===== config.mk =====
export PLATFORM = sky130hd
export DESIGN_NAME = regfile_wport_arbiter_flat
export DESIGN_NICKNAME = d
export VERILOG_FILES = /design/src/rtl/regfile_wport_arbiter_pkg.sv /design/src/rtl/regfile_wport_arbiter_if.sv /design/src/rtl/regfile_wport_arbiter_fifo.sv /design/src/rtl/regfile_wport_arbiter.sv /design/src/flat_wrapper.sv
export SDC_FILE = /design/constraint.sdc
export NUM_CORES = 1
export LEC_CHECK = 0
export ABC_AREA = 0
export CAP_MARGIN = 5
export CORE_UTILIZATION = 25
export DETAILED_ROUTE_END_ITERATION = 6
export GPL_TIMING_DRIVEN = 0
export PLACE_DENSITY_LB_ADDON = 0.1
export SLEW_MARGIN = 0
export SYNTH_ARGS = -nofsm -noshare
export SYNTH_HDL_FRONTEND = slang
export SYNTH_SLANG_ARGS = --single-unit

===== constraint.sdc =====
create_clock -name clk -period 3.74 [get_ports clk]
set_clock_uncertainty 0.1 [all_clocks]
set_input_delay 1.122 -clock clk [delete_from_list [all_inputs] [get_ports clk]]
set_output_delay 1.122 -clock clk [all_outputs]
set_load 0.02 [all_outputs]

===== src/rtl/regfile_wport_arbiter_pkg.sv =====
// Shared constants and types for the register-file write-port arbiter.
// Optional feature macro used by this slice: REGARB_FWD_EN.
package regfile_wport_arbiter_pkg;

    localparam int RegAddrWidth      = 5;
    localparam int RegDataWidth      = 32;
    localparam int RegArbFifoDepth   = 4;
    localparam int RegArbStarveLimit = 3;

    typedef enum logic [1:0] {
        GNT_NONE = 2'd0,
        GNT_P0   = 2'd1,
        GNT_P1   = 2'd2
    } grant_e;

endpackage


===== src/rtl/regfile_wport_arbiter_if.sv =====
// Bundle of the writer, issue, decode-read and regfile-write signals of the arbiter.
// REGARB_FWD_EN adds the decode forwarding outputs.
interface regfile_wport_arbiter_if
    import regfile_wport_arbiter_pkg::*;
#(
    parameter int ADDR_W = RegAddrWidth,
    parameter int DATA_W = RegDataWidth,
    parameter int CNT_W  = $clog2(RegArbFifoDepth) + 1
);
    logic              p0_valid;
    logic [ADDR_W-1:0] p0_addr;
    logic [DATA_W-1:0] p0_data;
    logic              p0_ready;
    logic              p1_valid;
    logic [ADDR_W-1:0] p1_addr;
    logic [DATA_W-1:0] p1_data;
    logic              p1_ready;
    logic              iss_valid;
    logic [ADDR_W-1:0] iss_addr;
    logic [ADDR_W-1:0] rd_addr1;
    logic [ADDR_W-1:0] rd_addr2;
    logic              rd_busy1;
    logic              rd_busy2;
    logic              rf_we;
    logic [ADDR_W-1:0] rf_waddr;
    logic [DATA_W-1:0] rf_wdata;
    logic [CNT_W-1:0]  fifo_cnt;
`ifdef REGARB_FWD_EN
    logic              fwd_hit1;
    logic              fwd_hit2;
    logic [DATA_W-1:0] fwd_data1;
    logic [DATA_W-1:0] fwd_data2;
`endif

    modport master (
        output p0_valid, p0_addr, p0_data, p1_valid, p1_addr, p1_data,
               iss_valid, iss_addr, rd_addr1, rd_addr2,
`ifdef REGARB_FWD_EN
        input  fwd_hit1, fwd_hit2, fwd_data1, fwd_data2,
`endif
        input  p0_ready, p1_ready, rd_busy1, rd_busy2,
               rf_we, rf_waddr, rf_wdata, fifo_cnt
    );

    modport slave (
        input  p0_valid, p0_addr, p0_data, p1_valid, p1_addr, p1_data,
               iss_valid, iss_addr, rd_addr1, rd_addr2,
`ifdef REGARB_FWD_EN
        output fwd_hit1, fwd_hit2, fwd_data1, fwd_data2,
`endif
        output p0_ready, p1_ready, rd_busy1, rd_busy2,
               rf_we, rf_waddr, rf_wdata, fifo_cnt
    );

endinterface


===== src/rtl/regfile_wport_arbiter_fifo.sv =====
// regarb_fifo: synchronous FIFO buffering long-latency writebacks as {addr,data}.
// Pushes while full and pops while empty are ignored.
module regarb_fifo #(
    parameter int W     = 37,
    parameter int DEPTH = 4,
    parameter int CNT_W = $clog2(DEPTH) + 1
) (
    input  logic             clk,
    input  logic             rst,
    input  logic             push,
    input  logic [W-1:0]     push_data,
    input  logic             pop,
    output logic [W-1:0]     pop_data,
    output logic             full,
    output logic             empty,
    output logic [CNT_W-1:0] count
);
    localparam int PTR_W = $clog2(DEPTH);

    logic [W-1:0]     mem [DEPTH];
    logic [PTR_W-1:0] wr_ptr;
    logic [PTR_W-1:0] rd_ptr;
    logic             do_push;
    logic             do_pop;

    assign full     = (count == CNT_W'(DEPTH));
    assign empty    = (count == '0);
    assign do_push  = push && !full;
    assign do_pop   = pop && !empty;
    assign pop_data = mem[rd_ptr];

    // NOTE: the storage array has no reset; occupancy is governed by count/pointers,
    // so stale contents are never observed and the array can map to plain flops/RAM.
    always_ff @(posedge clk) begin
        if (do_push) mem[wr_ptr] <= push_data;
    end

    // Power-of-two depth lets the pointers wrap by plain overflow.
    always_ff @(posedge clk or negedge rst) begin
        if (!rst) begin
            wr_ptr <= '0;
            rd_ptr <= '0;
            count  <= '0;
        end else begin
            if (do_push) wr_ptr <= wr_ptr + 1'b1;
            if (do_pop)  rd_ptr <= rd_ptr + 1'b1;
            case ({do_push, do_pop})
                2'b10:   count <= count + 1'b1;
                2'b01:   count <= count - 1'b1;
                default: count <= count;
            endcase
        end
    end

endmodule


===== src/rtl/regfile_wport_arbiter.sv =====
// Shares the regfile write port between the WB stage (port 0) and a FIFO-buffered
// long-latency unit (port 1), with a RAW scoreboard. REGARB_FWD_EN adds forwarding outputs.
module regfile_wport_arbiter
    import regfile_wport_arbiter_pkg::*;
#(
    parameter int ADDR_W       = RegAddrWidth,
    parameter int DATA_W       = RegDataWidth,
    parameter int FIFO_DEPTH   = RegArbFifoDepth,
    parameter int STARVE_LIMIT = RegArbStarveLimit
) (
    input logic                    clk,
    input logic                    rst,
    regfile_wport_arbiter_if.slave bus
);
    localparam int CNT_W = $clog2(FIFO_DEPTH) + 1;
    localparam int STV_W = $clog2(STARVE_LIMIT + 1);
    localparam int NREG  = 2 ** ADDR_W;

    logic [ADDR_W+DATA_W-1:0] head;
    logic [ADDR_W-1:0]        head_addr;
    logic [DATA_W-1:0]        head_data;
    logic                     fifo_full;
    logic                     fifo_empty;
    logic                     push;
    logic                     pop;
    logic                     force_p1;
    logic [STV_W-1:0]         starve_cnt;
    logic [NREG-1:0]          busy;
    logic [NREG-1:0]          busy_next;
    grant_e                   grant;
    logic                     rf_we_q;
    logic [ADDR_W-1:0]        rf_waddr_q;
    logic [DATA_W-1:0]        rf_wdata_q;
    logic                     hit1;
    logic                     hit2;

    regarb_fifo #(
        .W     (ADDR_W + DATA_W),
        .DEPTH (FIFO_DEPTH),
        .CNT_W (CNT_W)
    ) u_fifo (
        .clk       (clk),
        .rst       (rst),
        .push      (push),
        .push_data ({bus.p1_addr, bus.p1_data}),
        .pop       (pop),
        .pop_data  (head),
        .full      (fifo_full),
        .empty     (fifo_empty),
        .count     (bus.fifo_cnt)
    );

    assign {head_addr, head_data} = head;

    assign force_p1     = !fifo_empty && (starve_cnt == STV_W'(STARVE_LIMIT));
    assign push         = bus.p1_valid && !fifo_full;
    assign pop          = (grant == GNT_P1);
    // Held low during reset so every output except p1_ready reads 0.
    assign bus.p0_ready = rst && !force_p1;
    assign bus.p1_ready = !fifo_full;

    // NOTE: every signal written in a combinational block gets a default first,
    // otherwise an unassigned path infers a latch.
    always_comb begin
        grant = GNT_NONE;
        if (bus.p0_valid && !force_p1) grant = GNT_P0;
        else if (!fifo_empty)          grant = GNT_P1;
    end

    always_ff @(posedge clk or negedge rst) begin
        if (!rst) begin
            starve_cnt <= '0;
        end else if (pop) begin
            starve_cnt <= '0;
        end else if (grant == GNT_P0 && !fifo_empty && starve_cnt != STV_W'(STARVE_LIMIT)) begin
            starve_cnt <= starve_cnt + 1'b1;
        end
    end

    // A same-cycle issue to the popped address must win, so the set is applied last.
    always_comb begin
        busy_next = busy;
        if (pop)           busy_next[head_addr]    = 1'b0;
        if (bus.iss_valid) busy_next[bus.iss_addr] = 1'b1;
        busy_next[0] = 1'b0;
    end

    always_ff @(posedge clk or negedge rst) begin
        if (!rst) busy <= '0;
        else      busy <= busy_next;
    end

    always_ff @(posedge clk or negedge rst) begin
        if (!rst) begin
            rf_we_q    <= 1'b0;
            rf_waddr_q <= '0;
            rf_wdata_q <= '0;
        end else begin
            case (grant)
                GNT_P0: begin
                    rf_we_q    <= (bus.p0_addr != '0);
                    rf_waddr_q <= bus.p0_addr;
                    rf_wdata_q <= bus.p0_data;
                end
                GNT_P1: begin
                    rf_we_q    <= (head_addr != '0);
                    rf_waddr_q <= head_addr;
                    rf_wdata_q <= head_data;
                end
                default: rf_we_q <= 1'b0;
            endcase
        end
    end

    assign bus.rf_we    = rf_we_q;
    assign bus.rf_waddr = rf_waddr_q;
    assign bus.rf_wdata = rf_wdata_q;

`ifdef REGARB_FWD_EN
    assign hit1          = rf_we_q && (rf_waddr_q == bus.rd_addr1);
    assign hit2          = rf_we_q && (rf_waddr_q == bus.rd_addr2);
    assign bus.fwd_hit1  = hit1;
    assign bus.fwd_hit2  = hit2;
    assign bus.fwd_data1 = rf_wdata_q;
    assign bus.fwd_data2 = rf_wdata_q;
`else
    assign hit1 = 1'b0;
    assign hit2 = 1'b0;
`endif

    assign bus.rd_busy1 = busy[bus.rd_addr1] && !hit1;
    assign bus.rd_busy2 = busy[bus.rd_addr2] && !hit2;

endmodule


===== src/flat_wrapper.sv =====
// flat-port wrapper written by rule: the top's interface ports become plain ports
module regfile_wport_arbiter_flat import regfile_wport_arbiter_pkg::*;
#(
    parameter int ADDR_W       = RegAddrWidth,
    parameter int DATA_W       = RegDataWidth,
    parameter int FIFO_DEPTH   = RegArbFifoDepth,
    parameter int STARVE_LIMIT = RegArbStarveLimit
)
  (clk, rst, bus_p0_valid, bus_p0_addr, bus_p0_data, bus_p1_valid, bus_p1_addr, bus_p1_data, bus_iss_valid, bus_iss_addr, bus_rd_addr1, bus_rd_addr2, bus_p0_ready, bus_p1_ready, bus_rd_busy1, bus_rd_busy2, bus_rf_we, bus_rf_waddr, bus_rf_wdata, bus_fifo_cnt);
  regfile_wport_arbiter_if #(.ADDR_W(ADDR_W), .DATA_W(DATA_W), .CNT_W(($clog2((RegArbFifoDepth)) + 1))) bus_i ();
  input logic clk;
  input logic rst;
  input wire logic [$bits(bus_i.p0_valid)-1:0] bus_p0_valid;
  input wire logic [$bits(bus_i.p0_addr)-1:0] bus_p0_addr;
  input wire logic [$bits(bus_i.p0_data)-1:0] bus_p0_data;
  input wire logic [$bits(bus_i.p1_valid)-1:0] bus_p1_valid;
  input wire logic [$bits(bus_i.p1_addr)-1:0] bus_p1_addr;
  input wire logic [$bits(bus_i.p1_data)-1:0] bus_p1_data;
  input wire logic [$bits(bus_i.iss_valid)-1:0] bus_iss_valid;
  input wire logic [$bits(bus_i.iss_addr)-1:0] bus_iss_addr;
  input wire logic [$bits(bus_i.rd_addr1)-1:0] bus_rd_addr1;
  input wire logic [$bits(bus_i.rd_addr2)-1:0] bus_rd_addr2;
  output wire logic [$bits(bus_i.p0_ready)-1:0] bus_p0_ready;
  output wire logic [$bits(bus_i.p1_ready)-1:0] bus_p1_ready;
  output wire logic [$bits(bus_i.rd_busy1)-1:0] bus_rd_busy1;
  output wire logic [$bits(bus_i.rd_busy2)-1:0] bus_rd_busy2;
  output wire logic [$bits(bus_i.rf_we)-1:0] bus_rf_we;
  output wire logic [$bits(bus_i.rf_waddr)-1:0] bus_rf_waddr;
  output wire logic [$bits(bus_i.rf_wdata)-1:0] bus_rf_wdata;
  output wire logic [$bits(bus_i.fifo_cnt)-1:0] bus_fifo_cnt;
  assign bus_i.p0_valid = bus_p0_valid;
  assign bus_i.p0_addr = bus_p0_addr;
  assign bus_i.p0_data = bus_p0_data;
  assign bus_i.p1_valid = bus_p1_valid;
  assign bus_i.p1_addr = bus_p1_addr;
  assign bus_i.p1_data = bus_p1_data;
  assign bus_i.iss_valid = bus_iss_valid;
  assign bus_i.iss_addr = bus_iss_addr;
  assign bus_i.rd_addr1 = bus_rd_addr1;
  assign bus_i.rd_addr2 = bus_rd_addr2;
  assign bus_p0_ready = bus_i.p0_ready;
  assign bus_p1_ready = bus_i.p1_ready;
  assign bus_rd_busy1 = bus_i.rd_busy1;
  assign bus_rd_busy2 = bus_i.rd_busy2;
  assign bus_rf_we = bus_i.rf_we;
  assign bus_rf_waddr = bus_i.rf_waddr;
  assign bus_rf_wdata = bus_i.rf_wdata;
  assign bus_fifo_cnt = bus_i.fifo_cnt;
  regfile_wport_arbiter #(.ADDR_W(ADDR_W), .DATA_W(DATA_W), .FIFO_DEPTH(FIFO_DEPTH), .STARVE_LIMIT(STARVE_LIMIT)) u_core (.clk(clk), .rst(rst), .bus(bus_i));
endmodule

==> out/summary.txt, run 1 <==
final wirelength -> 25,690 µm
Worst Path Required -> 2.52 ns
most common cell after layout, fill and taps aside -> edfxtp_1
largest net degree at the start of global routing -> 29
number of fill cells -> 3,708
Hold-fix buffers, CTS -> 0
Top FF cell, synth -> edfxtp_1
clk sink count -> 226
fin crit period -> 3.849 ns
slowest stage delay, CP -> 0.51 ns
TritonRoute pass-1 iters -> 5
post-synth top area cell -> edfxtp_1
worst r2r src -> u_core.u_fifo.count[0]$_DFFE_PN0P_
CTS root buf -> clkbuf_16
synth top area cells -> edfxtp_1, dfrtp_1, mux4_2
mean routed wirelength per cell -> 19.62 µm
Gate Count Post-Synth -> 607
initial antenna violation count -> 2
Max Buffers Root-to-Sink -> 3
Hold/Removal Path Class -> in2async
worst-path fanout max -> 5
number of synthesized flops with an enable pin -> 148
status -> finished with violations
pwr dens -> 779.9 nW/µm²
mapped cell area -> 9502 µm²
Starting Density -> 25.35%
Final Cell Area -> 12,670 µm²
net switching power -> 3.196 mW
Synth Warn # -> 0
pre-CTS setup slack -> -0.6405 ns
Syn Nets -> 708
Post-DP Area -> 11,590 µm²
RSZ-0062 raised after global routing -> yes
GPL Wtd Cong -> 0.7536
Area growth syn-to-layout -> 33.36%
top cell type's share of synthesized area -> 46.77%
Worst Tran Pin Value -> 1.150 ns
Clock power frac -> 26.8%
Crit Path Class -> in2out
Die Area -> 38,790 µm²
first-pass GRT wire length -> 38,960 µm
# IOs -> 139
post-route ant nets -> 0
most frequent cells in the layout -> edfxtp_1, clkdlybuf4s50_1, nand2_1
syn_area_per_cell -> 15.65 µm²
Setup crit end kind -> primary output
Via Count -> 5,973
Hold Vio Cnt, Final -> 0
final number of setup-violating endpoints -> 2
share of flip-flops with an asynchronous set or reset -> 34.51%
failing checks -> negative setup slack
post-layout util -> 33.80%
Critical Path AT -> 2.63 ns
clock transition at the registers of the reported paths -> 0.06 ns
CP Cell Sequence -> clkbuf_16, mux4_2, and4b_1, or4_4, buf_6
Int Pwr -> 6.687 mW
# Max-Cap Violations -> 0
Port Buffers -> 131
DP Wirelength -> 17,350 µm
static leakage -> 4.598 nW
Worst setup SP type -> input pin
CTS Buf Count -> 27
Max Slew Vio Count -> 0
total grt overflow -> 0
TritonCTS clock tree -> done
post-synthesis sequential area ratio -> 67.32%
switching share of power -> 32.34%
Die X -> 197.0 µm
Netlist cell types -> 43
vias per cell -> 4.563
Reg2Reg Depth -> 6
layout cells sized above 1 -> 17.57%
H-tree Lvls -> 1
combinational share of power -> 34.5%
Worst VDD drop -> 0.3263 mV
DP Cell Count -> 1,254
slowest CP cell -> mux4_2
Final Non-Filler Cells -> 1,309
total core area -> 37,490 µm²
DRC errors left -> 0
FMAX -> 259.8 MHz
synthesized flop and latch total -> 226
Worst Slack Setup Final -> -0.1087 ns
Total GRT Usage -> 13.33%
number of global-route vias before repair -> 6,398
crit share post-route -> 102.9%
initial drt markers -> 335
clock latency on the worst-skew pair -> 0.52 ns
slew margin rel. -> 23.13%
Nets -> 878
die height -> 197.0 µm
Worst Setup SP -> bus_rd_addr2[1]
Flop pwr share -> 38.7%
number of cell rows -> 71
==> worst max-delay path, delay by kind of cell <==
kind | cells | cell delay, ns
and+or+nand+nor | 2 | 0.73
muxes | 1 | 0.51
buffers and inverters | 2 | 0.27
==> kinds of logic after synthesis <==
family	after synthesis	synth area share, %
AOI/OAI and AO/OA	81	4.701
xor gates and xnor gates	6	0.5531
and+or+nand+nor	164	8.520
adders and majority gates	7	1.001
DFF	226	67.32
muxes	92	16.46
buffers and inverters	31	1.448
==> Yosys cell counts (2+ instances only) <==
cell	n
a2111oi_0	2
a221oi_1	2
a22oi_1	5
and3_1	6
and3b_1	2
and4b_1	2
buf_1	2
buf_2	11
clkbuf_1	12
dfrtp_1	78
edfxtp_1	148
ha_1	6
inv_1	5
mux2_2	4
mux2i_1	37
mux4_2	51
nand2_1	102
nand3_1	4
nand3b_1	5
nand4_1	5
nand4b_1	4
nor2_1	6
nor2b_1	7
nor3_1	3
nor3b_1	4
nor4bb_1	2
o21ai_0	50
o21ai_1	19
or3b_1	3
or4_1	3
xnor2_1	4
xor2_1	2
==> path summary, 6_finish.rpt <==
| path | end | slack (ns) |
|---|---|---|
| max | bus_rd_busy2 | -0.11 |
| min reg2reg | u_core.bus.rf_wdata[14]$_DFFE_PN0P_ | 0.38 |
| min in group clk | u_core.bus.rf_wdata[14]$_DFFE_PN0P_ | 0.38 |
| max reg2reg | u_core.u_fifo.count[1]$_DFFE_PN0P_ | 0.68 |
| min | u_core.bus.rf_wdata[11]$_DFFE_PN0P_ | 0.35 |
| max in group asynchronous | u_core.busy[14]$_DFF_PN0_ | 2.61 |
==> through the flow <==
step,setup TNS (ns),power (mW),hold slack [ns]
floorplan,0,5.849,0.3428
global placement,-206.68,7.214,0.3680
detailed placement,-1.706,7.344,0.3725
CTS,-0.2207,10.08,0.3676
global route,-0.2720,10.46,0.3420
finish,-0.2029,9.883,0.3499
==> final cells by class <==
| class | count | area, µm² | area share, % |
|---|---|---|---|
| timing repair buffer | 141 | 1488 | 11.74 |
| inverter | 5 | 18.77 | 0.1481 |
| multi-input combinational | 350 | 2997 | 23.65 |
| clock buffer | 35 | 725.7 | 5.727 |
| antenna | 1 | 2.502 | 0.01975 |
| tap | 511 | 639.4 | 5.046 |
| sequential | 226 | 6396 | 50.48 |
| clock inverter | 14 | 177.7 | 1.402 |
| buffer | 26 | 226.5 | 1.787 |
==> layer usage <==
layer	track usage (%)	routed length, µm	vias to the layer above
met5	0	13	-
met4	4.249	644	2
met3	2.960	1461	48
met2	22.37	12490	175
met1	17.07	11080	3066
li1	-	-	2682
==> state kept, by name, summed over array words and instances, names as in the netlist <==
signal and count:
u_core.u_fifo.wr_ptr 2, u_core.u_fifo.count 3, u_core.bus.rf_we 1, u_core.busy 31
u_core.u_fifo.mem 148, u_core.starve_cnt 2, u_core.bus.rf_waddr 5, u_core.bus.rf_wdata 32
u_core.u_fifo.rd_ptr 2
==> power by group through the flow <==
stage | Clock, mW | Sequential (mW) | Combinational (mW)
2_1_floorplan | 0 | 4.05 | 1.80
3_3_place_gp | 0 | 3.85 | 3.37
3_5_place_dp | 0 | 3.88 | 3.47
4_1_cts | 2.73 | 3.83 | 3.51
5_1_grt | 2.83 | 3.91 | 3.71
6_report | 2.65 | 3.83 | 3.41
==> repair_timing <==
action,CTS,global route
buffers inserted,4,0
endpoints found under the hold margin,0,0
gates cloned,1,0
endpoints found under the setup margin,3,3
gates resized for setup,32,5
pin swaps,6,3
No activity file was read; power rests on OpenSTA's default activity.
==> run 2, diff against run 1 <==
ABC_CLOCK_PERIOD_IN_PS = 3740   (was unset)
CORE_MARGIN = 2   (was unset)
==> run 2 against run 1 <==
Compared with the run above:
- the run still ends with negative setup slack left
- power about the same
- fmax decreased by 0.21%
- final area increased by 0.24%
- worst hold slack gained 0.012 ns
- via count fell by 2.0%
- wire length grew 0.76%
- non-clock buffer count stayed put
- clock-buffer cell count is 2 higher
==> out/summary.txt, run 2 (same netlist as run 1, synthesis figures left out) <==
Hold Vio Cnt, Final -> 0
DP Cell Count -> 1,254
pre-CTS setup slack -> -0.6882 ns
Top Layer Used -> met4
Die Area -> 39,580 µm²
fin crit period -> 3.857 ns
initial drt markers -> 401
switching share of power -> 32.19%
Max Buffers Root-to-Sink -> 3
pwr dens -> 778.2 nW/µm²
worst-path fanout max -> 8
Worst Path Required -> 2.52 ns
Final Non-Filler Cells -> 1,309
Reg area -> 6396 µm²
Hold/Removal Path Class -> in2async
Hold-fix buffers, CTS -> 0
Largest register FFs -> 148
Clock power frac -> 26.8%
clock transition at the registers of the reported paths -> 0.06 ns
Worst Setup SP -> bus_rd_addr2[2]
Most flops, register -> u_core.u_fifo.mem
Worst setup SP type -> input pin
clk sink count -> 226
Critical Path AT -> 2.64 ns
Flop pwr share -> 38.6%
Max Slew Vio Count -> 0
first-pass GRT wire length -> 38,740 µm
largest net degree at the start of global routing -> 28
worst hold margin -> 0.3622 ns
TritonCTS clock tree -> done
Total GRT Usage -> 13.16%
number of fill cells -> 3,647
combinational share of power -> 34.6%
mean routed wirelength per cell -> 19.77 µm
Crit Path Class -> in2out
RSZ-0062 raised after global routing -> yes
CTS Buf Count -> 27
CP Cell Sequence -> clkbuf_16, mux4_2, nand3_2, nand4_1, or4_4, buf_6
net switching power -> 3.181 mW
Post-DP Area -> 11,590 µm²
# Max-Cap Violations -> 0
most frequent cells in the layout -> edfxtp_1, clkdlybuf4s50_1, nand2_1
crit share post-route -> 103.1%
final number of setup-violating endpoints -> 2
slowest CP cell -> mux4_2
Final Cell Area -> 12,700 µm²
RR Endpoint -> u_core.u_fifo.count[1]$_DFFE_PN0P_
static leakage -> 4.624 nW
TritonRoute pass-1 iters -> 5
GPL Wtd Cong -> 0.7507
worst r2r src -> u_core.u_fifo.count[0]$_DFFE_PN0P_
Starting Density -> 25.29%
Nets -> 878
Reg2Reg Depth -> 6
layout cells sized above 1 -> 17.44%
slew margin rel. -> 4.399%
CTS root buf -> clkbuf_16
slowest stage delay, CP -> 0.54 ns
total grt overflow -> 0
initial antenna violation count -> 1
clock latency on the worst-skew pair -> 0.52 ns
total core area -> 37,580 µm²
met3 wire len -> 1317 µm
most common cell after layout, fill and taps aside -> edfxtp_1
area of the multi-input gates -> 3003 µm²
final wirelength -> 25,880 µm
vias per cell -> 4.472
Int Pwr -> 6.703 mW
status -> finished with violations
M1 wire length -> 10,860 µm
number of global-route vias before repair -> 6,251
DRC errors left -> 0
Die X -> 199.0 µm
CP Buf/Inv Count -> 2
Worst Slack Setup Final -> -0.1170 ns
wire length on met2 -> 13,080 µm
die height -> 199.0 µm
Via Count -> 5,854
failing checks -> negative setup slack
FMAX -> 259.3 MHz
H-tree Lvls -> 1
Worst Tran Pin Value -> 1.431 ns
Port Buffers -> 131
Worst VDD drop -> 0.3534 mV
number of cell rows -> 71
post-route ant nets -> 0
R2R Setup Slk -> 0.70 ns
# IOs -> 139
family with the most delay on the worst path -> simple AND/OR/NAND/NOR gates
DP Wirelength -> 17,150 µm
Setup crit end kind -> primary output
Area growth syn-to-layout -> 33.67%
setup TNS -> -0.2193 ns
==> run 2: cell types whose count changed in the layout (fill, tap and decap cells not counted), moves of 2 or more <==
cell / change
clkinv_4: -2
clkinv_2: +2
clkbuf_16: +2
dlygate4sd2_1: -2
inv_1: +2
inv_2: -2
buf_8: -2
==> run 2: power by group through the flow <==
stage	Combinational, mW	Sequential (mW)	Clock (mW)
after floorplan	1.80	4.05	0
after CTS	3.52	3.82	2.74
final	3.42	3.81	2.65
after global routing	3.73	3.90	2.84
after global placement	3.39	3.84	0
after detailed placement	3.48	3.86	0
==> run 2: area by class of cell <==
type                            count  area share [%]
Clock buffer                       37           5.852
Multi-Input combinational cell    350           23.64
Sequential cell                   226           50.36
Inverter                            5          0.1478
Timing Repair Buffer              141           11.75
Buffer                             26           1.941
Antenna cell                        1         0.01970
Tap cell                          511           5.034
Clock inverter                     12           1.251
==> run 2: timing repair <==
| action | 4_1_cts | 5_1_grt |
|---|---|---|
| pin swaps | 4 | 2 |
| buffers inserted | 4 | 0 |
| endpoints found under the setup margin | 3 | 3 |
| gates cloned | 1 | 0 |
| endpoints found under the hold margin | 0 | 0 |
| gates resized for setup | 31 | 5 |
==> run 2: per-layer routing <==
metal  GRT usage, %  up-vias
li1               -     2691
met1          16.32     2964
met2          23.15      155
met3          2.662       44
met4          3.814        0
met5              0        -
==> run 2: how the worst max path moves through the flow <==
stage	endpoint	depth (start not counted)
after global routing	bus_rd_busy1	6
after CTS	bus_rd_busy1	5
final	bus_rd_busy2	6
after detailed placement	bus_rd_busy1	6
after global placement	bus_p0_ready	3
after floorplan	bus_rd_busy1	4
==> run 2: metrics by stage <==
step                power, mW  utilization [%]
floorplan               5.849                -
global placement        7.227            30.54
detailed placement      7.339            30.84
CTS                     10.08            33.76
global route            10.47            33.79
finish                  9.884            33.80
==> run 2: worst register-to-register path, stage by stage, from the launching register on <==
cell and delay, ns:
dfrtp_1 0.49, nor3_1 0.18, nor2_2 0.67, buf_2 0.51
ha_1 0.29, fa_1 0.42, mux2_2 0.27
==> run 3, diff against run 2 <==
ABC_CLOCK_PERIOD_IN_PS = 4900   (was 3740)
clock period = 4.9 ns   (was 3.74 ns; I/O delays follow)
==> run 3 against run 2 <==
Compared with the run above:
- the run now ends clean
- register-to-register slack better by 1.1 ns
- non-clock buffer count down 5
- die area unchanged
- combinational power down 25%
- clock power down 21%
- sequential cell count unchanged
- worst hold slack better by 0.015 ns
- sequential share of layout area up 0.68 points
- wire length down 0.26%
- final area down 1.3%
- clock-buffer cell count down 5
- critical endpoint unchanged
- largest cell class unchanged
- largest power group unchanged
==> out/summary.txt, run 3 (same netlist as run 1, synthesis figures left out) <==
status -> finished, final reports clean
Worst VDD drop -> 0.2715 mV
H-tree Lvls -> 1
setup TNS -> 0 ns
Most flops, register -> u_core.u_fifo.mem
Worst setup SP type -> input pin
most frequent cells in the layout -> edfxtp_1, clkdlybuf4s50_1, nand2_1
mean routed wirelength per cell -> 19.77 µm
crit share post-route -> 98.70%
die height -> 199.0 µm
initial drt markers -> 300
net switching power -> 2.471 mW
total core area -> 37,580 µm²
# Max-Cap Violations -> 0
most common cell after layout, fill and taps aside -> edfxtp_1
post-route ant nets -> 0
number of cell rows -> 71
Hold Vio Cnt, Final -> 0
Setup crit end kind -> primary output
initial antenna violation count -> 4
CTS Buf Count -> 27
worst hold margin -> 0.3774 ns
FMAX -> 206.8 MHz
number of fill cells -> 3,653
Max Slew Vio Count -> 0
Crit Path Class -> in2out
postcts setup bufs -> 0
DRC errors left -> 0
CTS root buf -> clkbuf_16
worst-path fanout max -> 9
Critical Path AT -> 3.27 ns
clock transition at the registers of the reported paths -> 0.06 ns
combinational share of power -> 33.9%
Worst Tran Pin Value -> 1.218 ns
Final Cell Area -> 12,530 µm²
Area growth syn-to-layout -> 31.89%
final wirelength -> 25,820 µm
Hold/Removal Path Class -> reg2reg
area of the multi-input gates -> 2979 µm²
clk sink count -> 226
static leakage -> 4.530 nW
TritonCTS clock tree -> done
fin crit period -> 4.836 ns
Post-DP Area -> 11,560 µm²
Die Area -> 39,580 µm²
Max Buffers Root-to-Sink -> 3
Flop pwr share -> 38.4%
first-pass GRT wire length -> 38,340 µm
largest net degree at the start of global routing -> 54
clock latency on the worst-skew pair -> 0.54 ns
Via Count -> 5,848
Int Pwr -> 5.121 mW
TritonRoute pass-1 iters -> 5
GPL Wtd Cong -> 0.7918
# IOs -> 139
post-layout util -> 33.35%
number of global-route vias before repair -> 6,298
Die X -> 199.0 µm
slew margin rel. -> 18.62%
switching share of power -> 32.55%
Port Buffers -> 131
Reg area -> 6396 µm²
Starting Density -> 25.29%
DP Wirelength -> 17,330 µm
RSZ-0062 raised after global routing -> no
Nets -> 873
Clock power frac -> 27.7%
Total GRT Usage -> 13.00%
total grt overflow -> 0
Worst Path Required -> 3.33 ns
layout cells sized above 1 -> 16.52%
final number of setup-violating endpoints -> 0
vias per cell -> 4.478
pwr dens -> 605.7 nW/µm²
Largest register FFs -> 148
run 3: repair_timing:
item                       4_1_cts  5_1_grt
hold endpoints to repair         0        0
resized for setup               10       10
hold buffers                     0        0
setup endpoints to repair        2        2
run 3: final timing paths:
path	from	slack [ns]	endpoint	depth (start not counted)
min in group asynchronous	rst	0.79	u_core.bus.rf_wdata[15]$_DFFE_PN0P_	1
worst max register to register	u_core.u_fifo.count[0]$_DFFE_PN0P_	1.80	u_core.u_fifo.count[1]$_DFFE_PN0P_	6
max in group asynchronous	rst	3.25	u_core.bus.rf_wdata[30]$_DFFE_PN0P_	2
worst min-delay path	u_core.bus.rf_wdata[12]$_DFFE_PN0P_	0.38	u_core.bus.rf_wdata[12]$_DFFE_PN0P_	2
worst max-delay path	bus_rd_addr2[1]	0.06	bus_rd_busy2	5
worst min register to register	u_core.bus.rf_wdata[12]$_DFFE_PN0P_	0.38	u_core.bus.rf_wdata[12]$_DFFE_PN0P_	2
run 3: final cells by class:
cell class	instances	area share, %
Antenna cell	2	0.03994
Clock buffer	32	5.621
Inverter	5	0.1498
Sequential cell	226	51.04
Tap cell	511	5.102
Buffer	26	1.108
Clock inverter	18	1.877
Multi-Input combinational cell	350	23.77
Timing Repair Buffer	136	11.29
run 3: per-stage QoR:
| stage | cells | power [mW] | setup WS [ns] |
|---|---|---|---|
| 6_report | 1306 | 7.591 | 0.06376 |
| 5_1_grt | 1304 | 8.027 | 0.008229 |
| 2_1_floorplan | 607 | 4.456 | 0.2383 |
| 3_3_place_gp | 1249 | 5.506 | -2.586 |
| 3_5_place_dp | 1254 | 5.591 | -0.5267 |
| 4_1_cts | 1304 | 7.737 | 0.01308 |
run 3: metal layers:
metal	global-route usage (%)	vias up	wire (µm)
met5	0	-	30
met4	3.759	4	687
met2	21.95	175	12420
met3	3.052	45	1439
li1	-	2680	-
met1	16.63	2944	11240
run 3: worst max-delay path, stage by stage:
cell and delay [ns]:
clkbuf_4 0.22, mux4_2 0.53, and4b_1 0.20, or4_1 0.51, dlygate4sd2_1 0.34
run 3: power by group through the flow:
stage          sequential, mW  clock, mW  combinational (mW)
4_1_cts                  2.92       2.17                2.65
3_3_place_gp             2.95          0                2.56
2_1_floorplan            3.09          0                1.37
6_report                 2.92       2.10                2.57
5_1_grt                  2.98       2.24                2.80
3_5_place_dp             2.96          0                2.64
